## src/rtl/ppg_pkg.sv

```systemverilog
// Shared types and default tuning for the PPG LED calibration controller.
// Optional feature macro: PPG_CAL_TIMEOUT_EN (adds the ERROR state and window limit).
package ppg_pkg;

    // Default configuration; the controller parameters fall back to these.
    localparam int PPG_NUM_CH   = 2;
    localparam int PPG_ADC_W    = 8;
    localparam int PPG_DC_W     = 7;
    localparam int PPG_PGA_W    = 4;
    localparam int PPG_WIN      = 27;
    localparam int PPG_SETTLE   = 2;
    localparam int PPG_DC_LO    = 110;
    localparam int PPG_DC_HI    = 145;
    localparam int PPG_CLIP_LO  = 10;
    localparam int PPG_CLIP_HI  = 245;
    localparam int PPG_DWELL    = 10;
    localparam int PPG_MAX_ITER = 64;

    typedef enum logic [2:0] {
        IDLE,
        DC_CAL,
        PGA_CAL,
        OPERATE
`ifdef PPG_CAL_TIMEOUT_EN
        , ERROR
`endif
    } ppg_state_e;

endpackage

```

## src/rtl/ppg_cal_controller_if.sv

```systemverilog
// Per-channel sample stream produced by the PPG calibration controller.
// Optional feature macro: PPG_CAL_TIMEOUT_EN (no effect on this interface).
interface ppg_cal_controller_if
    import ppg_pkg::*;
#(
    parameter int NUM_CH = PPG_NUM_CH,
    parameter int ADC_W  = PPG_ADC_W
);
    localparam int CH_W = (NUM_CH > 1) ? $clog2(NUM_CH) : 1;

    logic             Ch_valid;
    logic [CH_W-1:0]  Ch_id;
    logic [ADC_W-1:0] ADC_Value;

    modport master (output Ch_valid, Ch_id, ADC_Value);
    modport slave  (input  Ch_valid, Ch_id, ADC_Value);
endinterface

```

## src/rtl/ppg_win_stats.sv

```systemverilog
// Measurement window: drop SETTLE samples, then gather sum/min/max over WIN
// samples; done is high for the single decision cycle that follows.
// Optional feature macro: PPG_CAL_TIMEOUT_EN (no effect on this module).
module ppg_win_stats
    import ppg_pkg::*;
#(
    parameter int ADC_W  = PPG_ADC_W,
    parameter int WIN    = PPG_WIN,
    parameter int SETTLE = PPG_SETTLE,
    parameter int SUM_W  = ADC_W + $clog2(WIN + 1)
) (
    input  logic             CLK,
    input  logic             rst_n,
    input  logic             run,
    input  logic             restart,
    input  logic [ADC_W-1:0] sample,
    output logic             done,
    output logic [SUM_W-1:0] sum,
    output logic [ADC_W-1:0] min_val,
    output logic [ADC_W-1:0] max_val
);
    localparam int LAST  = SETTLE + WIN;
    localparam int CNT_W = $clog2(LAST + 1);
    localparam logic [CNT_W-1:0] CNT_FIRST = CNT_W'(SETTLE);
    localparam logic [CNT_W-1:0] CNT_LAST  = CNT_W'(LAST);

    logic [CNT_W-1:0] cnt;

    // Sample counter and running statistics; the first kept sample seeds all three.
    always_ff @(posedge CLK or negedge rst_n) begin
        // NOTE: non-blocking assignments so every register sees pre-edge values.
        if (!rst_n) begin
            cnt     <= '0;
            sum     <= '0;
            min_val <= '0;
            max_val <= '0;
        end else if (restart || !run) begin
            cnt <= '0;
        end else begin
            cnt <= (cnt == CNT_LAST) ? '0 : cnt + 1'b1;
            if (cnt == CNT_FIRST) begin
                sum     <= SUM_W'(sample);
                min_val <= sample;
                max_val <= sample;
            end else if (cnt > CNT_FIRST && cnt < CNT_LAST) begin
                sum <= sum + SUM_W'(sample);
                if (sample < min_val) min_val <= sample;
                if (sample > max_val) max_val <= sample;
            end
        end
    end

    assign done = run && (cnt == CNT_LAST);

endmodule

```

## src/rtl/ppg_cal_controller.sv

```systemverilog
// PPG LED calibration controller: per channel, servo the DC-compensation code
// into the target band, then raise PGA gain until just below clipping; then
// multiplex the channels with their stored codes and emit one sample per visit.
// Optional feature macro: PPG_CAL_TIMEOUT_EN (window limit and ERROR state).
module ppg_cal_controller
    import ppg_pkg::*;
#(
    parameter int NUM_CH   = PPG_NUM_CH,
    parameter int ADC_W    = PPG_ADC_W,
    parameter int DC_W     = PPG_DC_W,
    parameter int PGA_W    = PPG_PGA_W,
    parameter int WIN      = PPG_WIN,
    parameter int SETTLE   = PPG_SETTLE,
    parameter int DC_LO    = PPG_DC_LO,
    parameter int DC_HI    = PPG_DC_HI,
    parameter int CLIP_LO  = PPG_CLIP_LO,
    parameter int CLIP_HI  = PPG_CLIP_HI,
    parameter int DWELL    = PPG_DWELL,
    parameter int MAX_ITER = PPG_MAX_ITER
) (
    input  logic              CLK,
    input  logic              rst_n,
    input  logic              Find_setting,
    input  logic [ADC_W-1:0]  ADC,
    output logic [NUM_CH-1:0] LED_EN,
    output logic [DC_W-1:0]   DC_Comp,
    output logic [PGA_W-1:0]  PGA_Gain,
    output logic              CLK_Filter,
    output logic              Busy,
    output logic              Done,
    output logic              Cal_err,
    ppg_cal_controller_if.master ch_bus
);
    localparam int CH_W  = (NUM_CH > 1) ? $clog2(NUM_CH) : 1;
    localparam int DW_W  = (DWELL > 1) ? $clog2(DWELL) : 1;
    localparam int SUM_W = ADC_W + $clog2(WIN + 1);
    localparam logic [CH_W-1:0]  CH_LAST    = CH_W'(NUM_CH - 1);
    localparam logic [DW_W-1:0]  DWELL_LAST = DW_W'(DWELL - 1);
    localparam logic [DC_W-1:0]  DC_MAX     = '1;
    localparam logic [PGA_W-1:0] PGA_MAX    = '1;

    ppg_state_e        state_q, state_n;
    logic [CH_W-1:0]   ch_q, ch_n, ch_next;
    logic [DW_W-1:0]   dwell_q, dwell_n;
    logic [DC_W-1:0]   dc_q, dc_n;
    logic [PGA_W-1:0]  pga_q, pga_n, pga_store;
    logic [NUM_CH-1:0] led_q, led_n;
    logic [DC_W-1:0]   dc_tab_q  [NUM_CH];
    logic [DC_W-1:0]   dc_tab_n  [NUM_CH];
    logic [PGA_W-1:0]  pga_tab_q [NUM_CH];
    logic [PGA_W-1:0]  pga_tab_n [NUM_CH];
    logic              valid_q, valid_n;
    logic [CH_W-1:0]   id_q, id_n;
    logic [ADC_W-1:0]  val_q, val_n;
    logic              busy_q, busy_n;
    logic              done_q, done_n;
    logic              dc_accept, pga_done, sat;
    logic              clk_div_q;

    logic              win_run, win_done;
    logic [SUM_W-1:0]  stat_sum, avg;
    logic [ADC_W-1:0]  stat_min, stat_max;
    logic              clip;

`ifdef PPG_CAL_TIMEOUT_EN
    localparam int ITER_W = (MAX_ITER > 1) ? $clog2(MAX_ITER) : 1;
    localparam logic [ITER_W-1:0] ITER_LAST = ITER_W'(MAX_ITER - 1);
    logic              err_q, err_n;
    logic [ITER_W-1:0] iter_q, iter_n;
`endif

    assign win_run = (state_q == DC_CAL) || (state_q == PGA_CAL);

    ppg_win_stats #(
        .ADC_W  (ADC_W),
        .WIN    (WIN),
        .SETTLE (SETTLE),
        .SUM_W  (SUM_W)
    ) u_win_stats (
        .CLK     (CLK),
        .rst_n   (rst_n),
        .run     (win_run),
        .restart (Find_setting),
        .sample  (ADC),
        .done    (win_done),
        .sum     (stat_sum),
        .min_val (stat_min),
        .max_val (stat_max)
    );

    assign avg  = stat_sum / SUM_W'(WIN);
    assign clip = (stat_min <= ADC_W'(CLIP_LO)) || (stat_max >= ADC_W'(CLIP_HI));
    assign ch_next = (ch_q == CH_LAST) ? '0 : ch_q + 1'b1;

    // Next-state and next-output decisions; Find_setting overrides everything last.
    always_comb begin
        // NOTE: every variable gets a default first so no path infers a latch.
        state_n   = state_q;
        ch_n      = ch_q;
        dwell_n   = dwell_q;
        dc_n      = dc_q;
        pga_n     = pga_q;
        led_n     = led_q;
        dc_tab_n  = dc_tab_q;
        pga_tab_n = pga_tab_q;
        valid_n   = 1'b0;
        id_n      = id_q;
        val_n     = val_q;
        busy_n    = busy_q;
        done_n    = done_q;
        dc_accept = 1'b0;
        pga_done  = 1'b0;
        sat       = 1'b0;
        pga_store = '0;
`ifdef PPG_CAL_TIMEOUT_EN
        err_n     = err_q;
        iter_n    = iter_q;
`endif
        case (state_q)
            IDLE: led_n = '0;
            DC_CAL: if (win_done) begin
                if (avg < SUM_W'(DC_LO)) begin
                    if (dc_q == '0) sat = 1'b1;
                    else            dc_n = dc_q - 1'b1;
                end else if (avg > SUM_W'(DC_HI)) begin
                    if (dc_q == DC_MAX) sat = 1'b1;
                    else                dc_n = dc_q + 1'b1;
                end else begin
                    dc_accept = 1'b1;
                end
`ifndef PPG_CAL_TIMEOUT_EN
                // Without a fault path, a pinned code is the best available setting.
                if (sat) dc_accept = 1'b1;
`endif
                if (dc_accept) begin
                    dc_tab_n[ch_q] = dc_q;
                    state_n        = PGA_CAL;
                    pga_n          = '0;
                end
            end
            PGA_CAL: if (win_done) begin
                if (clip) begin
                    pga_done  = 1'b1;
                    pga_store = (pga_q == '0) ? '0 : pga_q - 1'b1;
                end else if (pga_q != PGA_MAX) begin
                    pga_n = pga_q + 1'b1;
                end else begin
                    pga_done  = 1'b1;
                    pga_store = PGA_MAX;
                end
                if (pga_done) begin
                    pga_tab_n[ch_q] = pga_store;
                    ch_n            = ch_next;
                    led_n           = NUM_CH'(1) << ch_next;
                    if (ch_q == CH_LAST) begin
                        state_n = OPERATE;
                        busy_n  = 1'b0;
                        done_n  = 1'b1;
                        dwell_n = '0;
                        dc_n    = dc_tab_n[ch_next];
                        pga_n   = pga_tab_n[ch_next];
                    end else begin
                        state_n = DC_CAL;
                        dc_n    = '0;
                        pga_n   = '0;
                    end
                end
            end
            OPERATE: if (dwell_q == DWELL_LAST) begin
                valid_n = 1'b1;
                id_n    = ch_q;
                val_n   = ADC;
                dwell_n = '0;
                ch_n    = ch_next;
                led_n   = NUM_CH'(1) << ch_next;
                dc_n    = dc_tab_q[ch_next];
                pga_n   = pga_tab_q[ch_next];
            end else begin
                dwell_n = dwell_q + 1'b1;
            end
`ifdef PPG_CAL_TIMEOUT_EN
            ERROR: begin
                led_n  = '0;
                busy_n = 1'b0;
                done_n = 1'b0;
                err_n  = 1'b1;
            end
`endif
            default: state_n = IDLE;
        endcase
`ifdef PPG_CAL_TIMEOUT_EN
        // Each unresolved window counts against the phase; a saturated miss gives up at once.
        if (win_done && win_run) begin
            if (dc_accept || pga_done) begin
                iter_n = '0;
            end else if (sat || iter_q == ITER_LAST) begin
                state_n = ERROR;
                led_n   = '0;
                busy_n  = 1'b0;
                err_n   = 1'b1;
            end else begin
                iter_n = iter_q + 1'b1;
            end
        end
`endif
        if (Find_setting) begin
            state_n = DC_CAL;
            ch_n    = '0;
            dwell_n = '0;
            dc_n    = '0;
            pga_n   = '0;
            led_n   = NUM_CH'(1);
            valid_n = 1'b0;
            busy_n  = 1'b1;
            done_n  = 1'b0;
`ifdef PPG_CAL_TIMEOUT_EN
            err_n   = 1'b0;
            iter_n  = '0;
`endif
        end
    end

    // State, applied codes, calibration tables and the sample stream register.
    always_ff @(posedge CLK or negedge rst_n) begin
        if (!rst_n) begin
            state_q   <= IDLE;
            ch_q      <= '0;
            dwell_q   <= '0;
            dc_q      <= '0;
            pga_q     <= '0;
            led_q     <= '0;
            // NOTE: the tables are small flop arrays and must read zero out of reset.
            dc_tab_q  <= '{default: '0};
            pga_tab_q <= '{default: '0};
            valid_q   <= 1'b0;
            id_q      <= '0;
            val_q     <= '0;
            busy_q    <= 1'b0;
            done_q    <= 1'b0;
`ifdef PPG_CAL_TIMEOUT_EN
            err_q     <= 1'b0;
            iter_q    <= '0;
`endif
        end else begin
            state_q   <= state_n;
            ch_q      <= ch_n;
            dwell_q   <= dwell_n;
            dc_q      <= dc_n;
            pga_q     <= pga_n;
            led_q     <= led_n;
            dc_tab_q  <= dc_tab_n;
            pga_tab_q <= pga_tab_n;
            valid_q   <= valid_n;
            id_q      <= id_n;
            val_q     <= val_n;
            busy_q    <= busy_n;
            done_q    <= done_n;
`ifdef PPG_CAL_TIMEOUT_EN
            err_q     <= err_n;
            iter_q    <= iter_n;
`endif
        end
    end

    // Filter clock: CLK divided by two.
    always_ff @(posedge CLK or negedge rst_n) begin
        if (!rst_n) clk_div_q <= 1'b0;
        else        clk_div_q <= ~clk_div_q;
    end

    assign LED_EN           = led_q;
    assign DC_Comp          = dc_q;
    assign PGA_Gain         = pga_q;
    assign CLK_Filter       = clk_div_q;
    assign Busy             = busy_q;
    assign Done             = done_q;
    assign ch_bus.Ch_valid  = valid_q;
    assign ch_bus.Ch_id     = id_q;
    assign ch_bus.ADC_Value = val_q;
`ifdef PPG_CAL_TIMEOUT_EN
    assign Cal_err          = err_q;
`else
    assign Cal_err          = 1'b0;
`endif

endmodule

```

## src/flat_wrapper.sv

```systemverilog
// flat-port wrapper written by rule: the top's interface ports become plain ports
module ppg_cal_controller_flat import ppg_pkg::*;
#(
    parameter int NUM_CH   = PPG_NUM_CH,
    parameter int ADC_W    = PPG_ADC_W,
    parameter int DC_W     = PPG_DC_W,
    parameter int PGA_W    = PPG_PGA_W,
    parameter int WIN      = PPG_WIN,
    parameter int SETTLE   = PPG_SETTLE,
    parameter int DC_LO    = PPG_DC_LO,
    parameter int DC_HI    = PPG_DC_HI,
    parameter int CLIP_LO  = PPG_CLIP_LO,
    parameter int CLIP_HI  = PPG_CLIP_HI,
    parameter int DWELL    = PPG_DWELL,
    parameter int MAX_ITER = PPG_MAX_ITER
)
  (CLK, rst_n, Find_setting, ADC, LED_EN, DC_Comp, PGA_Gain, CLK_Filter, Busy, Done, Cal_err, ch_bus_Ch_valid, ch_bus_Ch_id, ch_bus_ADC_Value);
  ppg_cal_controller_if #(.NUM_CH(NUM_CH), .ADC_W(ADC_W)) ch_bus_i ();
  input  logic CLK;
  input  logic rst_n;
  input  logic Find_setting;
  input  logic [ADC_W-1:0] ADC;
  output logic [NUM_CH-1:0] LED_EN;
  output logic [DC_W-1:0] DC_Comp;
  output logic [PGA_W-1:0] PGA_Gain;
  output logic CLK_Filter;
  output logic Busy;
  output logic Done;
  output logic Cal_err;
  output wire logic [$bits(ch_bus_i.Ch_valid)-1:0] ch_bus_Ch_valid;
  output wire logic [$bits(ch_bus_i.Ch_id)-1:0] ch_bus_Ch_id;
  output wire logic [$bits(ch_bus_i.ADC_Value)-1:0] ch_bus_ADC_Value;
  assign ch_bus_Ch_valid = ch_bus_i.Ch_valid;
  assign ch_bus_Ch_id = ch_bus_i.Ch_id;
  assign ch_bus_ADC_Value = ch_bus_i.ADC_Value;
  ppg_cal_controller #(.NUM_CH(NUM_CH), .ADC_W(ADC_W), .DC_W(DC_W), .PGA_W(PGA_W), .WIN(WIN), .SETTLE(SETTLE), .DC_LO(DC_LO), .DC_HI(DC_HI), .CLIP_LO(CLIP_LO), .CLIP_HI(CLIP_HI), .DWELL(DWELL), .MAX_ITER(MAX_ITER)) u_core (.CLK(CLK), .rst_n(rst_n), .Find_setting(Find_setting), .ADC(ADC), .LED_EN(LED_EN), .DC_Comp(DC_Comp), .PGA_Gain(PGA_Gain), .CLK_Filter(CLK_Filter), .Busy(Busy), .Done(Done), .Cal_err(Cal_err), .ch_bus(ch_bus_i));
endmodule
```

## config.mk

```make
export PLATFORM = sky130hd
export DESIGN_NAME = ppg_cal_controller_flat
export DESIGN_NICKNAME = d
export VERILOG_FILES = /design/src/rtl/ppg_pkg.sv /design/src/rtl/ppg_cal_controller_if.sv /design/src/rtl/ppg_win_stats.sv /design/src/rtl/ppg_cal_controller.sv /design/src/flat_wrapper.sv
export SDC_FILE = /design/constraint.sdc
export NUM_CORES = 1
export LEC_CHECK = 0
export ABC_AREA = 0
export BUFFER_PORTS_ARGS = -buffer_cell sky130_fd_sc_hd__buf_2
export CELL_PAD_IN_SITES_DETAIL_PLACEMENT = 1
export CELL_PAD_IN_SITES_GLOBAL_PLACEMENT = 1
export CORE_MARGIN = 5
export CORE_UTILIZATION = 38
export DETAILED_ROUTE_END_ITERATION = 10
export PLACE_DENSITY_LB_ADDON = 0.25
export SLEW_MARGIN = 5
export SYNTH_ARGS = -nofsm -noshare
export SYNTH_HDL_FRONTEND = slang
export SYNTH_HIERARCHICAL = 1
export SYNTH_SLANG_ARGS = --single-unit
```

## constraint.sdc

```tcl
create_clock -name CLK -period 7.2 [get_ports CLK]
set_input_delay 0.36 -clock CLK [delete_from_list [all_inputs] [get_ports CLK]]
set_output_delay 0.36 -clock CLK [all_outputs]
set_load 0.05 [all_outputs]
```

==> summary.txt, run 1 <==
Run status
  – Status: complete, no violations

STA
  – Achievable Freq: 0.1454 GHz
  – Max-slew violations: 0
  – Final period utilization: 0.9555
  – Worst-Margin Slew: roughly 0.91 ns
  – Worst Clk Skew: 0.009113 ns
  – Relative slew slack: 0.3909
  – Final setup viols: 0
  – Final min period: 6.880 ns
  – Worst hold margin: 0.3671 ns
  – PnR worst setup slack: 0.3203 ns
  – Hold Fails Final Rpt: 0

Synth
  – Post-synth ARST share: 1.000
  – Synth top area cells: dfrtp_1 (30%), ha_1 (6.6%), mux2_2 (5.0%), nand2_1 (4.5%), o21ai_0 (3.6%)
  – Register area share after synthesis: 0.3006
  – Distinct cells, synth: 94
  – EDFF count, synth: 0
  – Post-Synthesis Cells: 840
  – Post-synth top area share: 0.3006
  – Synthesized area per cell: 8.819 um2
  – Synthesized area: 7408 um2
  – Synth warn: 6
  – Top FF cell, synth: dfrtp_1
  – Net Count, Synth: about 890
  – Area leader, netlist: dfrtp_1
  – Seq cells post-synth: between 80 and 90

Finish
  – Final net count: between 900 and 1,000
  – FILL cells: 2,282
  – Post-Route Utilization: 0.4426
  – Non-filler cells, final: roughly 1,200
  – Multi-input logic area: between 4000 and 5000 um2
  – Layout cells sized above 1: 0.2343
  – Area Overhead vs Synth: 15.52%
  – Antenna Cells: 0
  – Storage cell area: 2233 um2

Placed design
  – Final HPWL DP: 15,190 um
  – Routability cong.: 0.8579
  – Place WS: -0.03967 ns
  – DP Cell Count: about 1,100
  – IO Port Bufs: 36

Routing
  – Vias: 6,695
  – Drt wl/cell: 17.65 um
  – TritonRoute pass-1 iters: 4
  – ANT nets after route: 0
  – DRC Markers: 0
  – Vias per inst: 5.722
  – DR iter-0 viols: 353
  – Post-Route WL: 20,650 um

Job
  – Max-cap violation count: 0

Die
  – Die Width: 149.6 um
  – Core Region: 19,330 um2
  – FP Rows: 51
  – Initial Util: 0.3832
  – I/O pin count: 38
  – Die area: 22,390 um2
  – Die height: 149.6 um

Global routing
  – First-pass GRT wire length: 34,040 um
  – All-Layer GR Usage: 0.1847
  – Vias in the first global route: 6,646
  – Initial antenna violation count: 0
  – Largest net degree at the start of global routing: about 70
  – Overflow after GRT: 0

Clocking
  – CTS tree: built
  – CTS Buf Count: 9
  – CTS max path bufs: 2
  – CTS Sinks: 89
  – H-tree Lvls: 3
  – Later-pin clock latency in the skew report: 0.36 ns
  – Clock transition at path regs: 0.07 ns
  – Clock root buffer: clkbuf_16

Worst setup path
  – Kind of critical path: reg -> reg
  – CP max-delay cell: or4_1
  – Worst setup EP type: flop
  – Critical path's largest stage delay: 0.60 ns
  – WP data arrival: 7.13 ns
  – Worst path most repeated cell: nor2_1
  – CP max FO: 21
  – Critical path launch point type: flop
  – Required time of the worst setup path: ~7.5 ns

Pwr
  – Pleak: around 3.8 nW
  – P per Cell Area: 336.0 nW/um2
  – Maximum VDD drop: 0.1654 mV

Hold path
  – Hold crit path type: in -> reg
[flip-flops by register name, summed over array words and instances, names as in the netlist, named ones only]
| signal | cells |
|---|---|
| u_core/dc_tab_q | 14 |
| u_core/u_win_stats/sum | 13 |
| u_core/ch_bus.ADC_Value | 8 |
| u_core/u_win_stats/max_val | 8 |
| u_core/u_win_stats/min_val | 8 |
| u_core/DC_Comp | 7 |
| u_core/u_win_stats/cnt | 5 |
| u_core/PGA_Gain | 4 |
| u_core/dwell_q | 4 |
| u_core/LED_EN | 2 |
| u_core/state_q | 2 |
| u_core/Busy | 1 |
| u_core/CLK_Filter | 1 |
| u_core/Done | 1 |
| u_core/ch_bus.Ch_id | 1 |
| u_core/ch_bus.Ch_valid | 1 |
| u_core/ch_q | 1 |
[metrics by stage]
step                power, mW  area, um2  setup TNS, ns
floorplan               1.902       7408              0
global placement        2.283       7963              0
detailed placement      2.311       7963       -0.03967
CTS                     2.803       8284              0
global route            3.099       8558       -0.01531
finish                  2.875       8558              0
[cells in the mapped netlist, types with 9 or more instances]
| cell type | number |
|---|---|
| o21ai_0 | 53 |
| and2_1 | 12 |
| xor2_1 | 11 |
| a22oi_1 | 11 |
| nand4_1 | 9 |
| a31oi_1 | 10 |
| buf_6 | 9 |
| dfrtp_1 | 89 |
| a21o_1 | 16 |
| nand3_1 | 19 |
| mux2i_1 | 10 |
| nand2b_1 | 12 |
| nor3_1 | 20 |
| mux2_2 | 33 |
| a211oi_1 | 20 |
| nor2b_1 | 9 |
| xnor2_1 | 11 |
| nor2_1 | 56 |
| inv_1 | 41 |
| clkbuf_1 | 19 |
| a21oi_1 | 47 |
| o211ai_1 | 15 |
| or3_1 | 10 |
| nand2_1 | 88 |
| ha_1 | 39 |
[cell usage in the layout, fill, tap and decap left out, drive strengths merged, types with 7 or more instances in the layout]
cell type and n:
nand2 90, or3 12, o21a 7, o211a 7, clkbuf 11, xor2 11
nand4 10, and3 7, xnor2 11, nand2b 12, a31oi 11, a21o 16
buf 87, dfrtp 89, a21oi 48, o221ai 7, o21ai 61, nand3 20
inv 46, mux2 46, o211ai 16, or2 10, mux2i 10, nor2b 9
a22oi 12, ha 39, nor2 57, nor3 20, a211oi 23, and2 12
[final cells by class]
class                           instances  share of cell area
Clock buffer                           10             0.02675
Clock inverter                          6            0.005994
Inverter                               43             0.01886
Multi-Input combinational cell        668              0.5779
Sequential cell                        89              0.2610
Tap cell                              265             0.03874
Timing Repair Buffer                   89             0.07076
[worst max-delay path, delay by kind of cell, from the launching register on]
kind	cells	cell delay, ns
buffers and inverters	1	0.17
AOI/OAI and AO/OA	16	3.92
muxes	1	0.23
xor gates and xnor gates	1	0.17
adders and majority gates	1	0.35
and+or+nand+nor	9	1.49
DFF	1	0.45
[logic make-up (layout without fill, tap and decap cells)]
logic type / after synthesis / in the layout / synth area share
AOI/OAI and AO/OA: 270 / 270 / 0.2679
xor gates and xnor gates: 22 / 22 / 0.02601
adders and majority gates: 41 / 41 / 0.07127
buffers and inverters: 83 / 148 / 0.05422
DFF: 89 / 89 / 0.3006
muxes: 56 / 56 / 0.08698
other: 1 / 1 / 0.0005062
and+or+nand+nor: 278 / 278 / 0.1925
[report_power, final]
part / internal [mW] / switching (mW)
registers: 0.594 / 0.147
clock network: 0.239 / 0.218
logic: 0.700 / 0.978
total: 1.53 / 1.34
[path summary, 6_finish.rpt]
check | from | to | slack [ns] | depth (start not counted)
max in group asynchronous | rst_n | u_core/u_win_stats/sum[11] | 5.52 | 3
worst max-delay path | u_core/u_win_stats/sum[9] | u_core/DC_Comp[6] | 0.32 | 29
worst min-delay path | ADC[7] | u_core/u_win_stats/max_val[7] | 0.37 | 2
min in group asynchronous | rst_n | u_core/dc_tab_q[11] | 0.43 | 2
worst max register to register | u_core/u_win_stats/sum[9] | u_core/DC_Comp[6] | 0.32 | 29
worst min register to register | u_core/CLK_Filter | u_core/CLK_Filter | 0.42 | 1
[per-layer routing]
| layer | routed length [um] | global-route usage |
|---|---|---|
| met1 | 9937 | 0.2533 |
| met2 | 9964 | 0.3090 |
| met4 | 370 | 0.05584 |
| met5 | 0 | 0 |
| met3 | 378 | 0.01847 |
[timing repair]
action,in CTS,in global routing
hold buffers,1,0
pin swaps,3,13
setup endpoints to repair,1,1
hold endpoints to repair,19,0
setup buffers,3,15
gates resized for setup,5,37
(Power assumes the default switching activity.)
==> inputs of run 2 (changes only) <==
Clock period 7.2 ns to 5.7 ns, I/O delays scaled along.
==> run 2 against run 1 <==
Compared with the run above:
- the run now ends with setup timing left
- first-iteration DRC count shrank 2.8%
- register-to-register slack lost 1.6 ns
- maximum frequency shrank 1.5%
- largest power group unchanged
==> summary.txt, run 2 (same netlist as run 1, synthesis figures left out) <==
Die
  – Initial Util: 0.3832
  – Die area: 22,390 um2
  – Core Region: 19,330 um2
  – Die Width: 149.6 um
  – Die height: between 100 and 150 um
  – FP Rows: 51
  – I/O pin count: 38

Pwr
  – Maximum VDD drop: 0.2504 mV
  – Switching Share: 0.4575
  – Power share of the sequential group: 0.212
  – P per Cell Area: 440.2 nW/um2
  – P_int: 2.363 mW
  – Pleak: 4.493 nW
  – Total Power: approximately 4.4 mW
  – Clock power frac: 0.132
  – Switching power of the nets: between 1.5 and 2 mW
  – Comb pwr share: 0.656

Global routing
  – Overflow after GRT: 0
  – All-Layer GR Usage: 0.2174
  – Largest net degree at the start of global routing: 74
  – Vias in the first global route: approximately 7,900
  – First-pass GRT wire length: about 40,000 um
  – Initial antenna violation count: 0

Clocking
  – Clock transition at path regs: 0.07 ns
  – Clock root buffer: clkbuf_16
  – CTS max path bufs: 2
  – CTS tree: built
  – Later-pin clock latency in the skew report: 0.35 ns
  – H-tree Lvls: 3
  – CTS Sinks: between 80 and 90
  – CTS Buf Count: 9

Worst setup path
  – Critical path's largest stage delay: 0.45 ns
  – Worst setup EP type: flop
  – Kind of critical path: reg -> reg
  – Cells on worst reg2reg path: 31
  – Reg-to-reg endpoint: u_core/DC_Comp[6]
  – Critical path launch point type: flop
  – Worst setup startpoint: u_core/u_win_stats/sum[10]
  – CP max FO: 6
  – Flop-to-flop setup slack: -1.28 ns
  – CP max-delay cell: a2111o_1
  – CP endpoint: u_core/DC_Comp[6]
  – WP data arrival: 7.23 ns
  – FF-to-FF Start: u_core/u_win_stats/sum[10]
  – Required time of the worst setup path: roughly 6.0 ns

Finish
  – Biggest regs: u_core/dc_tab_q x14, u_core/u_win_stats/sum x13
  – Number of flip-flops under the largest register name: 14
  – Most frequent cells in the layout: buf_4 (167), nand2_1 (86), dfrtp_1 (83)
  – Area Overhead vs Synth: 33.54%
  – Most common cell after layout, fill and taps aside: buf_4
  – Final net count: approximately 1,100
  – Antenna Cells: 0
  – Layout cells sized above 1: 0.3737
  – Reg with most FFs: u_core/dc_tab_q
  – FILL cells: 2,242
  – Non-filler cells, final: 1,298

STA
  – Max-slew violations: 0
  – RSZ-0062 raised after global routing: yes
  – Worst Clk Skew: 0.01275 ns
  – Hold Fails Final Rpt: 0
  – PnR worst setup slack: -1.282 ns
  – Relative slew slack: 0.3681
  – Final setup viols: 6
  – Final period utilization: 1.225
  – Achievable Freq: between 0.1 and 0.15 GHz
  – Worst-Margin Slew: 0.9479 ns
  – Final min period: about 7.0 ns
  – Post-route setup TNS: -3.635 ns

Routing
  – Vias: 7,443
  – DRC Markers: 0
  – Drt wl/cell: about 19 um
  – Post-Route WL: between 20,000 and 25,000 um
  – ANT nets after route: 0
  – TritonRoute pass-1 iters: 5
  – Vias per inst: 5.734
  – DR iter-0 viols: roughly 340

Placed design
  – Place WS: -1.317 ns
  – Routability cong.: 0.8787
  – DP Cell Count: 1,240
  – IO Port Bufs: 36
  – Final HPWL DP: roughly 17,000 um

Hold path
  – Hold crit path type: in -> reg

Run status
  – Status: finished with violations
  – Failing checks: setup timing

Job
  – Max-cap violation count: 0
-- run 2: critical path: cells and delay by family, from the launching register on --
family	cells	cell delay, ns
flops	1	0.43
fa+ha+maj	1	0.40
simple gates	8	0.83
buf+inv	3	0.40
compound gates	19	4.81
-- run 2: routing by layer --
| layer | track usage | up-vias | share of wire |
|---|---|---|---|
| met2 | 0.3805 | 136 | 0.50 |
| met1 | 0.2793 | 3765 | 0.45 |
| met5 | 0 | - | 0 |
| met3 | 0.02786 | 48 | 0.029 |
| li1 | - | 3494 | - |
| met4 | 0.06819 | 0 | 0.025 |
-- run 2: cell type report --
cell class / count / area [um2] / share of cell area
Multi-Input combinational cell: 668 / 5261 / 0.5318
Clock buffer: 10 / 239.0 / 0.02416
Clock inverter: 5 / 40.04 / 0.004047
Inverter: 43 / 161.4 / 0.01631
Tap cell: 265 / 331.6 / 0.03351
Timing Repair Buffer: 218 / 1625 / 0.1643
Sequential cell: 89 / 2235 / 0.2259
-- run 2: per-stage QoR --
stage | hold WS, ns | utilization | cell area (um2)
4_1_cts | 0.2997 | 0.4904 | 9482
3_3_place_gp | 0.1633 | 0.4537 | 8772
5_1_grt | 0.3208 | 0.5117 | 9893
6_report | 0.3063 | 0.5117 | 9893
2_1_floorplan | -0.01059 | - | 7455
3_5_place_dp | 0.1628 | 0.4537 | 8772
-- run 2: power groups by stage --
stage	Clock (mW)	Sequential (mW)	Combinational [mW]
after floorplan	0	0.904	1.52
after global placement	0	0.920	2.27
after detailed placement	0	0.925	2.32
after CTS	0.589	0.918	2.52
after global routing	0.618	0.946	3.10
final	0.574	0.924	2.86
-- run 2: how the worst min path moves through the flow --
| stage | from | cells past startpoint | slack, ns | to |
|---|---|---|---|---|
| finish | ADC[7] | 2 | 0.31 | u_core/ch_bus.ADC_Value[7] |
| global route | ADC[7] | 2 | 0.32 | u_core/u_win_stats/max_val[7] |
| CTS | ADC[7] | 2 | 0.30 | u_core/ch_bus.ADC_Value[7] |
| detailed placement | rst_n | 1 | 0.16 | u_core/dc_tab_q[4] |
| global placement | rst_n | 1 | 0.16 | u_core/DC_Comp[4] |
| floorplan | rst_n | 0 | -0.01 | u_core/Busy |
-- run 2: what timing repair did --
item	CTS	global route
resized for setup	59	53
pin swaps	27	27
endpoints found under the hold margin	16	0
endpoints found under the setup margin	16	22
setup buffers	22	21
hold buffers	1	0
==> inputs of run 3 (changes only) <==
Settings changed: SETUP_SLACK_MARGIN from default to 0.15.
==> run 3 against run 2 <==
Compared with the run above:
- the flow still finishes with violations (setup timing)
- die area unchanged
- routed wire length up 9.8%
- via count up 3.7%
- final cell count up 3.4%
- design area up 4.6%
- critical endpoint unchanged
- largest cell class unchanged
- largest power group unchanged
- highest routed layer unchanged
==> summary.txt, run 3 (same netlist as run 1, synthesis figures left out) <==
STA
  – Worst Clk Skew: roughly 0.015 ns
  – Max-slew violations: 0
  – RSZ-0062 raised after global routing: yes
  – Final min period: 7.038 ns
  – Hold Fails Final Rpt: 0
  – Post-route setup TNS: -5.420 ns
  – Worst-Margin Slew: approximately 0.77 ns
  – Achievable Freq: 0.1421 GHz
  – Final setup viols: 18
  – Relative slew slack: 0.4796
  – PnR worst setup slack: -1.338 ns
  – Final period utilization: 1.235
  – Worst hold margin: ~0.31 ns

Finish
  – Area Overhead vs Synth: 39.69%
  – Number of flip-flops under the largest register name: 14
  – Most common cell after layout, fill and taps aside: buf_4
  – Biggest regs: u_core/dc_tab_q x14, u_core/u_win_stats/sum x13
  – FILL cells: 2,242
  – Reg with most FFs: u_core/dc_tab_q
  – Non-filler cells, final: 1,342
  – Layout cells sized above 1: 0.4067
  – Most frequent cells in the layout: buf_4 (200), dfrtp_1 (84), nand2_1 (84)
  – Antenna Cells: 0
  – Final net count: 1,125
  – Fin area: 10,350 um2

Placed design
  – Place WS: -1.288 ns
  – Placement Cell Area: between 8000 and 9000 um2
  – Final HPWL DP: 17,110 um
  – Routability cong.: 0.8895
  – IO Port Bufs: 36
  – DP Cell Count: approximately 1,300

Worst setup path
  – Worst setup EP type: flop
  – Kind of critical path: reg -> reg
  – CP max-delay cell: or4_4
  – Reg-to-reg endpoint: u_core/DC_Comp[6]
  – Flop-to-flop setup slack: -1.34 ns
  – Required time of the worst setup path: 5.95 ns
  – Critical path's largest stage delay: roughly 0.56 ns
  – Cells on worst reg2reg path: 32
  – Worst setup startpoint: u_core/u_win_stats/sum[8]
  – FF-to-FF Start: u_core/u_win_stats/sum[8]
  – Critical path launch point type: flop
  – WP data arrival: 7.29 ns
  – CP endpoint: u_core/DC_Comp[6]
  – CP max FO: 6

Routing
  – Post-Route WL: 27,280 um
  – DR iter-0 viols: a little under 400
  – DRC Markers: 0
  – Vias: between 7,000 and 8,000
  – TritonRoute pass-1 iters: 5
  – Drt wl/cell: 20.32 um
  – ANT nets after route: 0
  – Vias per inst: 5.750

Pwr
  – Maximum VDD drop: 0.2354 mV
  – Comb pwr share: 0.661
  – P_int: approximately 2.4 mW
  – P per Cell Area: 432.8 nW/um2
  – Clock power frac: 0.134
  – Switching Share: 0.4532
  – Power share of the sequential group: 0.205
  – Pleak: 4.732 nW
  – Switching power of the nets: 2.030 mW

Die
  – FP Rows: 51
  – Die height: 149.6 um
  – Initial Util: 0.3832
  – Die Width: 149.6 um
  – Die area: approximately 22,000 um2
  – Core Region: ~19,000 um2
  – I/O pin count: 38

Global routing
  – Vias in the first global route: 8,131
  – Initial antenna violation count: 0
  – Largest net degree at the start of global routing: 51
  – First-pass GRT wire length: 42,220 um
  – All-Layer GR Usage: 0.2330
  – Overflow after GRT: 0

Run status
  – Status: finished with violations
  – Failing checks: setup timing

Hold path
  – Hold crit path type: in -> reg

Job
  – Max-cap violation count: 0

Clocking
  – H-tree Lvls: 3
  – Later-pin clock latency in the skew report: 0.35 ns
  – CTS tree: built
  – CTS Buf Count: 9
  – CTS max path bufs: 2
  – Clock transition at path regs: 0.07 ns
  – Clock root buffer: clkbuf_16
  – CTS Sinks: 89
## run 3: cell types whose count changed in the layout (fill, tap and decap cells not counted), moves of 3 or more
cell,previous run,this run
buf_4,167,200
buf_6,13,23
o221ai_2,5,2
mux2_4,9,13
mux2_1,6,0
a21oi_2,7,10
## run 3: critical path, delay by kind of cell, from the launching register on
family | cells | cell delay [ns]
AOI/OAI and AO/OA | 16 | 3.69
and+or+nand+nor | 7 | 1.24
buffers and inverters | 5 | 0.67
DFF | 1 | 0.44
adders and majority gates | 1 | 0.36
muxes | 2 | 0.35
xor gates and xnor gates | 1 | 0.18
## run 3: what timing repair did
item | 4_1_cts | 5_1_grt
setup buffers | 51 | 21
gates cloned | 0 | 0
endpoints found under the hold margin | 39 | 0
pin swaps | 38 | 42
hold buffers | 1 | 0
resized for setup | 85 | 44
endpoints found under the setup margin | 20 | 27
## run 3: layer usage
metal | vias up | wire, um | track usage
li1 | 3593 | - | -
met1 | 3896 | 11730 | 0.2962
met2 | 166 | 13920 | 0.4066
met3 | 62 | 729 | 0.02695
met4 | 0 | 902 | 0.08787
met5 | - | 0 | 0
## run 3: power by group through the flow
stage                     clock network, mW  registers (mW)  logic, mW
after CTS                             0.619           0.910       2.58
after floorplan                           0           0.904       1.52
after detailed placement                  0           0.927       2.35
after global placement                    0           0.921       2.31
after global routing                  0.648           0.937       3.16
final                                 0.601           0.917       2.96
## run 3: metrics by stage
stage / utilization / total power [mW]
after floorplan: - / 2.422
after global placement: 0.4598 / 3.227
after detailed placement: 0.4598 / 3.281
after CTS: 0.5151 / 4.111
after global routing: 0.5352 / 4.750
final: 0.5352 / 4.479
## run 3: final cells by class
cell class              instances  area [um2]  share of cell area
clock inverters                 6       67.56            0.006529
multi-input cells             668        5344              0.5164
clock buffers                   9       225.2             0.02176
flip-flops and latches         89        2233              0.2158
inverters                      43       161.4             0.01560
well taps                     265       331.6             0.03204
repair buffers                262        1986              0.1919
## run 3: worst min-delay path by stage
stage / start / to / slack (ns) / depth (start not counted)
global route: ADC[7] / u_core/u_win_stats/min_val[7] / 0.33 / 2
floorplan: rst_n / u_core/Busy / -0.01 / 0
CTS: ADC[7] / u_core/u_win_stats/min_val[7] / 0.31 / 2
finish: ADC[3] / u_core/ch_bus.ADC_Value[3] / 0.31 / 2
global placement: rst_n / u_core/DC_Comp[2] / 0.29 / 1
detailed placement: rst_n / u_core/DC_Comp[2] / 0.29 / 1
